## src/rtl/cm3_in_hold_stage_if.sv

```systemverilog
// cm3 bus matrix: master-side AHB address/control bundle for one input stage.
// The master modport drives the address phase and sees the ready/response
// returned by the input stage. The slave modport is the input stage's view.
interface cm3_in_hold_stage_if #(
   parameter int ADDR_WIDTH = 32,
   parameter int USER_WIDTH = 32
);
   logic                  HSELS;
   logic [ADDR_WIDTH-1:0] HADDRS;
   logic [USER_WIDTH-1:0] HAUSERS;
   logic [1:0]            HTRANSS;
   logic                  HWRITES;
   logic [2:0]            HSIZES;
   logic [2:0]            HBURSTS;
   logic [3:0]            HPROTS;
   logic [3:0]            HMASTERS;
   logic                  HMASTLOCKS;
   logic                  HREADYS;
   logic                  HREADYOUTS;
   logic                  HRESPS;

   modport master (
      output HSELS, HADDRS, HAUSERS, HTRANSS, HWRITES, HSIZES, HBURSTS,
             HPROTS, HMASTERS, HMASTLOCKS, HREADYS,
      input  HREADYOUTS, HRESPS
   );

   modport slave (
      input  HSELS, HADDRS, HAUSERS, HTRANSS, HWRITES, HSIZES, HBURSTS,
             HPROTS, HMASTERS, HMASTLOCKS, HREADYS,
      output HREADYOUTS, HRESPS
   );
endinterface

```

## src/rtl/cm3_in_hold_stage.sv

```systemverilog
// cm3 bus matrix input stage for one master port.
// Passes an AHB address phase straight through to the output stages, or holds
// it in a register while the granting output stage is busy, and returns the
// data-phase ready/response to the master.
// Optional feature: define CM3_IN_HOLD_WDOG_EN to build a hold watchdog that
// raises a sticky hold_timeout when a transfer stays held for 2**WDOG_WIDTH-1
// cycles. Without the macro hold_timeout is tied low.
module cm3_in_hold_stage #(
   parameter int ADDR_WIDTH = 32,
   parameter int USER_WIDTH = 32,
   parameter int WDOG_WIDTH = 8
) (
   input  logic                  HCLK,
   input  logic                  HRESETn,
   cm3_in_hold_stage_if.slave    s_bus,
   input  logic                  active_ip,
   input  logic                  readyout_ip,
   input  logic                  resp_ip,
   output logic                  sel_op,
   output logic [ADDR_WIDTH-1:0] addr_op,
   output logic [USER_WIDTH-1:0] auser_op,
   output logic [1:0]            trans_op,
   output logic                  write_op,
   output logic [2:0]            size_op,
   output logic [2:0]            burst_op,
   output logic [3:0]            prot_op,
   output logic [3:0]            master_op,
   output logic                  mastlock_op,
   output logic                  held_tran_op,
   output logic                  hold_timeout
);

   // Address/control fields captured into the hold register.
   typedef struct packed {
      logic [ADDR_WIDTH-1:0] addr;
      logic [USER_WIDTH-1:0] auser;
      logic [1:0]            trans;
      logic                  write;
      logic [2:0]            size;
      logic [2:0]            burst;
      logic [3:0]            prot;
      logic [3:0]            master;
      logic                  mastlock;
   } addr_phase_t;

   // State bits are {pending, data_phase}. The two flags follow independent
   // update rules, so ST_HOLD_DATA exists for the case where a master with
   // HREADYS high issues a new transfer while this port's data phase is still
   // being stalled by the output stage.
   typedef enum logic [1:0] {
      ST_IDLE      = 2'b00,
      ST_DATA      = 2'b01,
      ST_HOLD      = 2'b10,
      ST_HOLD_DATA = 2'b11
   } state_t;

   state_t      r_state;
   state_t      w_state_nxt;
   addr_phase_t r_hold;
   addr_phase_t w_live;
   logic        w_pending;
   logic        w_data_phase;
   logic        w_new_tran;
   logic        w_accept;
   logic        w_pending_nxt;
   logic        w_data_nxt;

   assign w_pending    = r_state[1];
   assign w_data_phase = r_state[0];

   // Only NONSEQ/SEQ transfers on a ready, selected bus are real requests.
   assign w_new_tran   = s_bus.HSELS & s_bus.HREADYS & s_bus.HTRANSS[1];
   assign held_tran_op = w_pending | w_new_tran;
   assign w_accept     = held_tran_op & active_ip & readyout_ip;

   assign w_live = '{
      addr:     s_bus.HADDRS,
      auser:    s_bus.HAUSERS,
      trans:    s_bus.HTRANSS,
      write:    s_bus.HWRITES,
      size:     s_bus.HSIZES,
      burst:    s_bus.HBURSTS,
      prot:     s_bus.HPROTS,
      master:   s_bus.HMASTERS,
      mastlock: s_bus.HMASTLOCKS
   };

   // State register: pending and data_phase flags.
   always_ff @(posedge HCLK or negedge HRESETn) begin
      if (!HRESETn) begin
         r_state <= ST_IDLE;
      end else begin
         // NOTE: sequential state uses non-blocking assignments so every
         // register samples pre-edge values regardless of block ordering.
         r_state <= w_state_nxt;
      end
   end

   // Next state and master-facing ready/response.
   always_comb begin
      // NOTE: every signal gets a default first so no path leaves it
      // unassigned, which would otherwise infer a latch.
      w_pending_nxt    = 1'b0;
      w_data_nxt       = w_data_phase;
      s_bus.HREADYOUTS = 1'b1;
      s_bus.HRESPS     = 1'b0;

      // A request is pending until an output stage accepts it.
      w_pending_nxt = held_tran_op & ~w_accept;

      // The data-phase flag only advances once the current data phase completes.
      if (!w_data_phase || readyout_ip) begin
         w_data_nxt = w_accept;
      end

      if (w_pending) begin
         s_bus.HREADYOUTS = 1'b0;
      end else if (w_data_phase) begin
         s_bus.HREADYOUTS = readyout_ip;
      end

      // Both cycles of an ERROR response pass through unchanged.
      if (w_data_phase) begin
         s_bus.HRESPS = resp_ip;
      end

      w_state_nxt = state_t'({w_pending_nxt, w_data_nxt});
   end

   // Hold register: capture the address phase that could not be accepted.
   always_ff @(posedge HCLK or negedge HRESETn) begin
      if (!HRESETn) begin
         // NOTE: the hold register is reset even though it is only read while
         // pending, so outputs are deterministic straight out of reset.
         r_hold <= '0;
      end else if (w_new_tran && !w_accept) begin
         r_hold <= w_live;
      end
   end

   // Output mux: held copy while pending, otherwise zero-latency pass-through.
   always_comb begin
      sel_op      = s_bus.HSELS;
      addr_op     = w_live.addr;
      auser_op    = w_live.auser;
      trans_op    = w_live.trans;
      write_op    = w_live.write;
      size_op     = w_live.size;
      burst_op    = w_live.burst;
      prot_op     = w_live.prot;
      master_op   = w_live.master;
      mastlock_op = w_live.mastlock;
      if (w_pending) begin
         sel_op      = 1'b1;
         addr_op     = r_hold.addr;
         auser_op    = r_hold.auser;
         trans_op    = r_hold.trans;
         write_op    = r_hold.write;
         size_op     = r_hold.size;
         burst_op    = r_hold.burst;
         prot_op     = r_hold.prot;
         master_op   = r_hold.master;
         mastlock_op = r_hold.mastlock;
      end
   end

   // A zero-width watchdog counter makes no sense in either build.
   if (WDOG_WIDTH < 1) begin : g_wdog_width_check
      $error("cm3_in_hold_stage: WDOG_WIDTH must be at least 1");
   end

`ifdef CM3_IN_HOLD_WDOG_EN
   logic [WDOG_WIDTH-1:0] r_wdog_cnt;
   logic [WDOG_WIDTH-1:0] w_wdog_nxt;
   logic                  r_hold_timeout;

   // Count held cycles, clearing as soon as nothing is pending; saturates.
   always_comb begin
      w_wdog_nxt = '0;
      if (w_pending) begin
         w_wdog_nxt = (&r_wdog_cnt) ? r_wdog_cnt : r_wdog_cnt + 1'b1;
      end
   end

   // Watchdog counter and sticky timeout flag, set as the count hits all-ones.
   always_ff @(posedge HCLK or negedge HRESETn) begin
      if (!HRESETn) begin
         r_wdog_cnt     <= '0;
         r_hold_timeout <= 1'b0;
      end else begin
         r_wdog_cnt     <= w_wdog_nxt;
         r_hold_timeout <= r_hold_timeout | (&w_wdog_nxt);
      end
   end

   assign hold_timeout = r_hold_timeout;
`else
   assign hold_timeout = 1'b0;
`endif

endmodule

```

## src/flat_wrapper.sv

```systemverilog
// flat-port wrapper written by rule: the top's interface ports become plain ports
module cm3_in_hold_stage_flat 
#(
   parameter int ADDR_WIDTH = 32,
   parameter int USER_WIDTH = 32,
   parameter int WDOG_WIDTH = 8
)
  (HCLK, HRESETn, active_ip, readyout_ip, resp_ip, sel_op, addr_op, auser_op, trans_op, write_op, size_op, burst_op, prot_op, master_op, mastlock_op, held_tran_op, hold_timeout, s_bus_HSELS, s_bus_HADDRS, s_bus_HAUSERS, s_bus_HTRANSS, s_bus_HWRITES, s_bus_HSIZES, s_bus_HBURSTS, s_bus_HPROTS, s_bus_HMASTERS, s_bus_HMASTLOCKS, s_bus_HREADYS, s_bus_HREADYOUTS, s_bus_HRESPS);
  cm3_in_hold_stage_if #(.ADDR_WIDTH(ADDR_WIDTH), .USER_WIDTH(USER_WIDTH)) s_bus_i ();
  input  logic HCLK;
  input  logic HRESETn;
  input  logic active_ip;
  input  logic readyout_ip;
  input  logic resp_ip;
  output logic sel_op;
  output logic [ADDR_WIDTH-1:0] addr_op;
  output logic [USER_WIDTH-1:0] auser_op;
  output logic [1:0] trans_op;
  output logic write_op;
  output logic [2:0] size_op;
  output logic [2:0] burst_op;
  output logic [3:0] prot_op;
  output logic [3:0] master_op;
  output logic mastlock_op;
  output logic held_tran_op;
  output logic hold_timeout;
  input wire logic [$bits(s_bus_i.HSELS)-1:0] s_bus_HSELS;
  input wire logic [$bits(s_bus_i.HADDRS)-1:0] s_bus_HADDRS;
  input wire logic [$bits(s_bus_i.HAUSERS)-1:0] s_bus_HAUSERS;
  input wire logic [$bits(s_bus_i.HTRANSS)-1:0] s_bus_HTRANSS;
  input wire logic [$bits(s_bus_i.HWRITES)-1:0] s_bus_HWRITES;
  input wire logic [$bits(s_bus_i.HSIZES)-1:0] s_bus_HSIZES;
  input wire logic [$bits(s_bus_i.HBURSTS)-1:0] s_bus_HBURSTS;
  input wire logic [$bits(s_bus_i.HPROTS)-1:0] s_bus_HPROTS;
  input wire logic [$bits(s_bus_i.HMASTERS)-1:0] s_bus_HMASTERS;
  input wire logic [$bits(s_bus_i.HMASTLOCKS)-1:0] s_bus_HMASTLOCKS;
  input wire logic [$bits(s_bus_i.HREADYS)-1:0] s_bus_HREADYS;
  output wire logic [$bits(s_bus_i.HREADYOUTS)-1:0] s_bus_HREADYOUTS;
  output wire logic [$bits(s_bus_i.HRESPS)-1:0] s_bus_HRESPS;
  assign s_bus_i.HSELS = s_bus_HSELS;
  assign s_bus_i.HADDRS = s_bus_HADDRS;
  assign s_bus_i.HAUSERS = s_bus_HAUSERS;
  assign s_bus_i.HTRANSS = s_bus_HTRANSS;
  assign s_bus_i.HWRITES = s_bus_HWRITES;
  assign s_bus_i.HSIZES = s_bus_HSIZES;
  assign s_bus_i.HBURSTS = s_bus_HBURSTS;
  assign s_bus_i.HPROTS = s_bus_HPROTS;
  assign s_bus_i.HMASTERS = s_bus_HMASTERS;
  assign s_bus_i.HMASTLOCKS = s_bus_HMASTLOCKS;
  assign s_bus_i.HREADYS = s_bus_HREADYS;
  assign s_bus_HREADYOUTS = s_bus_i.HREADYOUTS;
  assign s_bus_HRESPS = s_bus_i.HRESPS;
  cm3_in_hold_stage #(.ADDR_WIDTH(ADDR_WIDTH), .USER_WIDTH(USER_WIDTH), .WDOG_WIDTH(WDOG_WIDTH)) u_core (.HCLK(HCLK), .HRESETn(HRESETn), .s_bus(s_bus_i), .active_ip(active_ip), .readyout_ip(readyout_ip), .resp_ip(resp_ip), .sel_op(sel_op), .addr_op(addr_op), .auser_op(auser_op), .trans_op(trans_op), .write_op(write_op), .size_op(size_op), .burst_op(burst_op), .prot_op(prot_op), .master_op(master_op), .mastlock_op(mastlock_op), .held_tran_op(held_tran_op), .hold_timeout(hold_timeout));
endmodule
```

## config.mk

```make
export PLATFORM = sky130hd
export DESIGN_NAME = cm3_in_hold_stage_flat
export DESIGN_NICKNAME = d
export VERILOG_FILES = /design/src/rtl/cm3_in_hold_stage_if.sv /design/src/rtl/cm3_in_hold_stage.sv /design/src/flat_wrapper.sv
export SDC_FILE = /design/constraint.sdc
export NUM_CORES = 1
export LEC_CHECK = 0
export BUFFER_PORTS_ARGS = -buffer_cell sky130_fd_sc_hd__buf_4
export CAP_MARGIN = 10
export CORE_ASPECT_RATIO = 0.5
export CORE_MARGIN = 2
export CORE_UTILIZATION = 28
export DETAILED_ROUTE_END_ITERATION = 16
export PLACE_DENSITY_LB_ADDON = 0.2
export SETUP_SLACK_MARGIN = 0.1
export SLEW_MARGIN = 10
export SYNTH_ARGS = -nofsm -noshare
export SYNTH_HDL_FRONTEND = slang
export SYNTH_SLANG_ARGS = --single-unit
export TNS_END_PERCENT = 100
```

## constraint.sdc

```tcl
create_clock -name HCLK -period 1.6 [get_ports HCLK]
set_clock_uncertainty 0.1 [all_clocks]
set_input_delay 0.16 -clock HCLK [delete_from_list [all_inputs] [get_ports HCLK]]
set_output_delay 0.16 -clock HCLK [all_outputs]
set_load 0.02 [all_outputs]
```

==> results.md, run 1 <==
* Outcome: finished, violations left
* Failing checks: setup timing
* CP max FO at 11
* Reg clk slew, reported paths at 70 ps
* Post-DP Area at 6060 um2
* H-tree levels at 3
* Maximum clock rate at 534.4 MHz
* Final Critical Period at 1871 ps
* Die area at 17250 um2
* Pre-antenna DRT Iters at 4
* Startpoint Class: flop
* Final core utilization at 49.49%
* Post-DRT Antenna Nets at 0
* Worst path required time at 1340 ps
* Ys Warns at 0
* I/O pins at 176
* Maximum clock path buffer count at 2
* HPWL Detailed at 7123 um
* PD cells at 1015 nW/um2
* VDD IR-drop max at 0.5749 mV
* Dpl ws at 110.7 ps
* Non-filler cells, final at 766
* Fillers at 1381
* Hold WS at 91.71 ps
* Hold Crit Class: input pin to flop
* Initial antenna violation count at 0
* Crit. End Element: output pin
* WP data arrival at 1610 ps
* Global Route Usage Sum at 13.07%
* CTS tree: built
* CTS Sinks at 84
* Post-Synthesis Cells at 278
* Hold Vio Cnt, Final at 0
* First-pass GRT wire length at 17550 um
* Avg Inst Size Synth at 16.27 um2
* Worst-path cell with the longest stage delay: dfrtp_4
* Die Ht at 93.87 um
* Netlist Area Pre-Place at 4523 um2
* Fin crit share at 117.0%
* CP cell instances: buf_6 > clkbuf_16 > mux2_2 > buf_4
* Synth Net Count at 367
* Diodes inserted at 0
* Core footprint at 15620 um2
* Final net count at 646
* Sequential Area at 2106 um2
* Sequential element share of the synthesized area at 46.47%
* Worst setup margin at -271.3 ps
* Crit-path max cell delay at 510 ps
* Post-DR vias/cell at 4.326
* Initial DRC count at 66
* Wire length per cell at 16.25 um
* RSZ-0062 raised after global routing: true
* Final Setup Violations at 85
* Std-Cell Rows at 32
* Placed Cells at 648
* DIE WIDTH at 183.7 um
* Final GP Congestion at 0.7190
* Congestion Overflow GR at 0
* Post-synthesis cell type count at 17
* Routed wire length at 12450 um
* Clk_lat worst skew at 330 ps
* Largest net degree at the start of global routing at 45
* Max Cap Violations at 0
* Vias in the first global route at 3483
* Multi-input logic area at 2215 um2
* Total number of vias at 3314
* Root Buffer: clkbuf_16
* Critical path class: flop to output pin
* Leakage power figure at 3.735 nW
* Starting Density at 28.97%
* Pins over their slew limit at 0
* Finished layout cell area at 7727 um2
* CTS buffer count at 9
* Synthesis-to-layout area growth at 70.84%
* # DRC at 0
* Synth Register Bits at 84
* Layout cells sized above 1 at 68.51%
* Buffers on Ports at 174
==> area by class of cell <==
| class | count | share of cell area [%] |
|---|---|---|
| clock buffers | 10 | 2.963 |
| flip-flops and latches | 84 | 27.25 |
| well taps | 204 | 3.303 |
| clock inverters | 6 | 0.8420 |
| repair buffers | 287 | 36.88 |
| multi-input cells | 173 | 28.66 |
| inverters | 2 | 0.09715 |
==> worst paths after layout <==
check                                                endpoint  cells past startpoint  slack, ps                     startpoint
worst min-delay path            u_core.r_state[0]$_DFFE_PN0P_                      3         90                  s_bus_HREADYS
min in group asynchronous       u_core.r_hold[41]$_DFFE_PN0P_                      2        160                        HRESETn
worst min register to register  u_core.r_hold[17]$_DFFE_PN0P_                      1        370  u_core.r_hold[17]$_DFFE_PN0P_
max in group asynchronous       u_core.r_hold[69]$_DFFE_PN0P_                      3        720                        HRESETn
worst max-delay path                               prot_op[0]                      4       -270    u_core.r_state[1]$_DFF_PN0_
worst max register to register  u_core.r_state[0]$_DFFE_PN0P_                      4        300    u_core.r_state[1]$_DFF_PN0_
==> report_power, final <==
group	switching [mW]	internal [mW]	total, mW
combinational	1.12	1.84	2.96
clock	0.861	1.21	2.07
sequential	0.242	2.57	2.82
==> per-stage QoR <==
step | total power [mW] | setup TNS, ps
2_1_floorplan | 4.392 | 0
3_3_place_gp | 5.259 | 0
3_5_place_dp | 5.269 | 0
4_1_cts | 7.575 | -22270
5_1_grt | 8.242 | -24280
6_report | 7.842 | -20260
==> logic make-up (layout without fill, tap and decap cells) <==
kind of cell	count (synthesis)	count (layout)	share of synthesized area (%)
AOI/OAI and AO/OA	4	4	0.5534
and+or+nand+nor	5	5	0.6365
muxes	163	163	47.14
DFF	84	84	46.47
buffers and inverters	21	305	5.118
other	1	1	0.08291
==> synth_stat cells, drive strengths merged <==
cell / instances / area, um2
mux2: 163 / 2132
dfrtp: 84 / 2102
buf: 19 / 224.0
a21oi: 2 / 10.01
inv: 2 / 7.510
a31oi: 1 / 6.260
and2: 1 / 6.260
conb: 1 / 3.750
nand2: 1 / 3.750
nand2b: 1 / 6.260
nand4: 1 / 6.260
o2bb2ai: 1 / 8.760
or2: 1 / 6.260
==> registers in the layout, indices dropped and copies added, names as in the netlist <==
name / count
u_core.r_hold: 82
u_core.r_state: 2
==> placed cells by master (no fill, tap or decap), types with 2 or more instances in the layout <==
cell type and instances:
clkinv_4 2, mux2_2 83, buf_6 54, dlygate4sd3_1 86
buf_12 10, clkbuf_16 15, dfrtp_1 83, buf_4 128
clkinv_2 2, mux2_4 80, buf_16 2
==> per-layer routing <==
metal | global-route usage [%] | vias to the layer above | wire length, um
met3 | 3.450 | 8 | 434
li1 | - | 1561 | -
met2 | 23.33 | 75 | 6187
met4 | 3.200 | 0 | 90
met5 | 0 | - | 0
met1 | 15.79 | 1670 | 5733
==> worst max-delay path, delay by kind of cell (launching register included) <==
family,cells,cell delay [ps]
buffers and inverters,3,480
DFF,1,510
muxes,1,280
==> what timing repair did <==
item,CTS,global route
hold endpoints to repair,167,1
gates cloned,0,10
hold buffers,86,1
endpoints found under the setup margin,85,166
gates resized for setup,1,67
buffers inserted,0,6
pin swaps,0,1
(Power assumes the default switching activity.)
==> run 2: changes to the inputs <==
- CORE_MARGIN: 2 -> 5
- CTS_CLUSTER_DIAMETER: unset -> 120
==> run 2 against run 1 <==
  * The flow still finishes with violations (setup timing)
  * Wire length shrank 0.23%
  * Sequential cell count is the same
  * Global-route usage shrank 0.15 points
  * Die area grew 9.9%
  * Utilization shrank 0.056 points
  * Combinational power grew 1%
  * First-iteration DRC count grew 55%
  * Sequential share of layout area is essentially flat
  * Sequential power is essentially flat
  * Total power grew 0.94%
  * Worst setup slack gained 12 ps
==> results.md, run 2 (synthesized netlist as in run 1, its figures left out) <==
* Finished layout cell area at 7719 um2
* VDD IR-drop max at 0.5288 mV
* Setup_tns at -18600 ps
* Die Ht at 99.87 um
* Final Power at 7.916 mW
* Biggest register: u_core.r_hold
* Post-DP Area at 6070 um2
* Reg clk slew, reported paths at 60 ps
* WP data arrival at 1600 ps
* Congestion Overflow GR at 0
* Combinational Power Share at 37.9%
* Largest net degree at the start of global routing at 32
* Core footprint at 15620 um2
* Final Critical Period at 1859 ps
* Critical path class: flop to output pin
* Clock power frac at 26.7%
* Leakage power figure at 3.723 nW
* Most frequent cells in the layout: buf_4 (110), dlygate4sd3_1 (84), mux2_4 (83), dfrtp_1 (83), mux2_2 (80)
* Switching power at 2.228 mW
* PD cells at 1026 nW/um2
* Outcome: finished, violations left
* Clk_lat worst skew at 330 ps
* Worst setup margin at -259.4 ps
* Root Buffer: clkbuf_16
* Initial antenna violation count at 0
* Layout cells sized above 1 at 68.46%
* Vias in the first global route at 3611
* Maximum clock path buffer count at 2
* Die area at 18950 um2
* Fin crit share at 116.2%
* First-pass GRT wire length at 19490 um
* DIE WIDTH at 189.7 um
* Routed wire length at 12420 um
* Buffers on Ports at 174
* Hold Vio Cnt, Final at 0
* Final net count at 643
* HPWL Detailed at 7818 um
* CP max FO at 9
* Switching share of power at 28.14%
* Post-DR vias/cell at 4.304
* Startpoint Class: flop
* Initial DRC count at 102
* H-tree levels at 3
* Pins over their slew limit at 0
* Final Setup Violations at 85
* Max Cap Violations at 0
* Post-DRT Antenna Nets at 0
* Commonest non-fill, non-tap cell in the layout: buf_4
* Fillers at 1375
* # DRC at 0
* I/O pins at 176
* CTS Sinks at 84
* Largest register FFs at 82
* Starting Density at 28.97%
* Maximum clock rate at 537.8 MHz
* Worst path required time at 1340 ps
* Wire length per cell at 16.30 um
* CTS tree: built
* Diodes inserted at 0
* Hold Crit Class: input pin to flop
* Final GP Congestion at 0.7102
* CTS buffer count at 9
* Internal at 5.689 mW
* Registers with the most flip-flops: u_core.r_hold x82, u_core.r_state x2
* Total number of vias at 3280
* Pre-antenna DRT Iters at 4
* Sequential power share at 35.5%
* RSZ-0062 raised after global routing: true
* Crit. End Element: output pin
* Global Route Usage Sum at 12.92%
* Failing checks: setup timing
* Dpl ws at 54.06 ps
* Synthesis-to-layout area growth at 70.65%
* Std-Cell Rows at 32
run 2: cell count changes in the layout (fill, tap and decap cells not counted), sizes merged:
| cell | previous run | this run |
|---|---|---|
| clkbuf | 16 | 12 |
| buf | 195 | 198 |
| dlygate4sd3 | 86 | 84 |
| clkinvlp | 1 | 3 |
| clkinv | 4 | 0 |
| inv | 2 | 3 |
run 2: path summary, 6_finish.rpt:
kind	from	endpoint	slack [ps]	depth (start not counted)
max	u_core.r_state[1]$_DFF_PN0_	auser_op[20]	-260	4
min	active_ip	u_core.r_state[0]$_DFFE_PN0P_	20	3
max reg2reg	u_core.r_state[1]$_DFF_PN0_	u_core.r_state[1]$_DFF_PN0_	270	4
min reg2reg	u_core.r_hold[17]$_DFFE_PN0P_	u_core.r_hold[17]$_DFFE_PN0P_	380	1
max in group asynchronous	HRESETn	u_core.r_hold[15]$_DFFE_PN0P_	700	3
min in group asynchronous	HRESETn	u_core.r_hold[42]$_DFFE_PN0P_	150	2
run 2: critical path, cell delays in order, from the launching register on:
cell	delay [ps]
dfrtp_4	500
buf_4	180
clkbuf_16	170
mux2_2	290
buf_6	130
run 2: layout make-up:
| type | instances | area, um2 | share of cell area [%] |
|---|---|---|---|
| tap | 204 | 255.2 | 3.307 |
| multi-input combinational | 173 | 2231 | 28.90 |
| clock buffer | 10 | 239.0 | 3.096 |
| timing repair buffer | 284 | 2819 | 36.52 |
| sequential | 84 | 2106 | 27.28 |
| clock inverter | 5 | 61.31 | 0.7943 |
| inverter | 2 | 7.507 | 0.09726 |
run 2: stage by stage:
stage | instances | hold WS, ps | utilization [%]
3_3_place_gp | 651 | -13.69 | 38.87
6_report | 762 | 20.78 | 49.43
4_1_cts | 760 | 7.305 | 48.72
5_1_grt | 762 | 29.59 | 49.43
3_5_place_dp | 651 | -18.78 | 38.87
2_1_floorplan | 278 | -235.6 | -
run 2: per-layer routing:
layer  global-route usage [%]  share of wire [%]
met1                    15.40                 43
met4                    3.389                1.8
met2                    23.34                 52
met5                        0                  0
met3                    3.475                3.7
run 2: power groups by stage:
stage	clock, mW	combinational (mW)	sequential (mW)
after global routing	2.28	3.18	2.86
final	2.11	3.00	2.81
after CTS	2.20	2.95	2.80
after detailed placement	0	2.47	2.83
after global placement	0	2.46	2.83
after floorplan	0	1.63	2.76
run 2: timing repair:
item,CTS,global route
setup endpoints to repair,85,85
gates resized for setup,71,20
hold buffers,84,0
endpoints found under the hold margin,166,0
buffers inserted,7,1
gates cloned,3,2
==> run 3: changes to the inputs <==
- clock period: 1.6 -> 2.39 ns (I/O delays scaled with it)
==> run 3 against run 2 <==
  * The flow now finishes without violations
  * First-iteration DRC count down 19%
  * Clock power down 29%
  * Sequential share of layout area increased by 6.1 points
  * Clock-buffer cell count is the same
  * Total power fell by 37%
  * Sequential cell count did not move
  * Global-route usage fell by 2.1 points
  * Die area stayed put
  * Non-clock buffer count down 101
  * Critical path depth is 1 lower
  * Register-to-register slack gained 850 ps
  * Critical path type unchanged
  * Critical endpoint is now addr_op[14]
  * Largest cell class is now multi-input combinational cells
==> results.md, run 3 (synthesized netlist as in run 1, its figures left out) <==
* Outcome: complete, no violations
* Std-Cell Rows at 32
* Final Setup Violations at 0
* Hold Crit Depth at 2
* Maximum clock path buffer count at 2
* H-tree levels at 3
* Hold WS at 11.07 ps
* Multi-input logic area at 2190 um2
* Post-CTS setup repair buffer count at 0
* Most frequent cells in the layout: buf_4 (176), mux2_2 (84), dfrtp_1 (83)
* Die area at 18950 um2
* DIE WIDTH at 189.7 um
* Synthesis-to-layout area growth at 39.59%
* Routed wire length at 10530 um
* Congestion Overflow GR at 0
* # DRC at 0
* CTS buffer count at 9
* Commonest non-fill, non-tap cell in the layout: buf_4
* Die Ht at 99.87 um
* Clk_lat worst skew at 330 ps
* Sequential Area at 2106 um2
* Wire length per cell at 15.95 um
* Biggest register: u_core.r_hold
* I/O pins at 176
* Registers with the most flip-flops: u_core.r_hold x82, u_core.r_state x2
* VDD IR-drop max at 0.3118 mV
* R2R Path Start: u_core.r_state[1]$_DFF_PN0_
* Final net count at 542
* CTS Sinks at 84
* HPWL Detailed at 7529 um
* Maximum clock rate at 471.1 MHz
* Max Cap Violations at 0
* HP Start: readyout_ip
* Pre-antenna DRT Iters at 4
* WP data arrival at 1780 ps
* Reg-to-reg slack, setup at 1120 ps
* Crit. End Element: output pin
* Buffers on Ports at 174
* Fin crit share at 88.81%
* Final GP Congestion at 0.7534
* Hold Vio Cnt, Final at 0
* Pins over their slew limit at 0
* Worst path required time at 2050 ps
* RSZ-0062 raised after global routing: false
* PD cells at 788.5 nW/um2
* Largest net degree at the start of global routing at 37
* Vias in the first global route at 3095
* Post-DR vias/cell at 4.291
* Worst reg2reg path endpoint: u_core.r_state[0]$_DFFE_PN0P_
* Startpoint Class: flop
* Initial antenna violation count at 0
* Critical path class: flop to output pin
* Initial DRC count at 83
* CP max FO at 35
* Hold Crit Class: input pin to flop
* Leakage power figure at 3.140 nW
* Non-filler cells, final at 660
* Reg clk slew, reported paths at 60 ps
* Reg2reg path depth at 2
* Starting Density at 28.97%
* Largest register FFs at 82
* Fillers at 1501
* Placed Cells at 644
* Post-DRT Antenna Nets at 0
* CTS tree: built
* Setup_tns at 0 ps
* Global Route Usage Sum at 10.84%
* Final Critical Period at 2123 ps
* Number of gates resized after cts at 0
* Hold Crit Endpoint: u_core.r_state[1]$_DFF_PN0_
* Core footprint at 15620 um2
* Diodes inserted at 0
* First-pass GRT wire length at 16410 um
* Total number of vias at 2832
* Root Buffer: clkbuf_16
* Layout cells sized above 1 at 78.95%
[run 3: power by group]
group / internal (mW) / total (mW) / switching [mW]
logic: 0.959 / 1.59 / 0.633
registers: 1.72 / 1.90 / 0.173
clock network: 0.932 / 1.49 / 0.557
total: 3.61 / 4.98 / 1.36
[run 3: how the worst max path moves through the flow]
stage | endpoint | cells past startpoint | startpoint | slack (ps)
after floorplan | addr_op[12] | 3 | u_core.r_state[1]$_DFF_PN0_ | 900
after global placement | addr_op[29] | 3 | u_core.r_state[1]$_DFF_PN0_ | 610
after detailed placement | addr_op[14] | 3 | u_core.r_state[1]$_DFF_PN0_ | 600
after CTS | addr_op[14] | 3 | u_core.r_state[1]$_DFF_PN0_ | 230
after global routing | addr_op[11] | 3 | u_core.r_state[1]$_DFF_PN0_ | 200
final | addr_op[14] | 3 | u_core.r_state[1]$_DFF_PN0_ | 270
[run 3: cell type report]
class	instances	share of cell area, %
Tap cell	204	4.043
Multi-Input combinational cell	173	34.68
Clock buffer	10	3.785
Clock inverter	4	1.189
Timing Repair Buffer	183	22.83
Sequential cell	84	33.35
Inverter	2	0.1189
[run 3: routing by layer]
layer / global-route usage [%] / wire length [um] / vias to the layer above / share of wire [%]
met3: 2.710 / 399 / 10 / 3.8
li1: - / - / 1347 / -
met5: 0 / 0 / - / 0
met1: 13.14 / 4507 / 1405 / 43
met2: 19.35 / 5472 / 70 / 52
met4: 3.111 / 151 / 0 / 1.4
[run 3: what timing repair did]
action	CTS	global route
hold endpoints to repair	27	0
endpoints found under the setup margin	0	0
hold buffers	2	0
[run 3: worst max-delay path, stage by stage, from the launching register on]
cell and delay (ps):
dfrtp_4 630, buf_12 270, mux2_2 370, buf_4 160
[run 3: through the flow]
stage	setup WS [ps]	power, mW	util, %	cell area, um2
floorplan	897.4	2.940	-	4523
global placement	612.8	3.520	38.29	5979
detailed placement	597.4	3.524	38.29	5979
CTS	231.2	5.070	40.43	6314
global route	196.9	5.235	40.43	6314
finish	267.4	4.978	40.43	6314
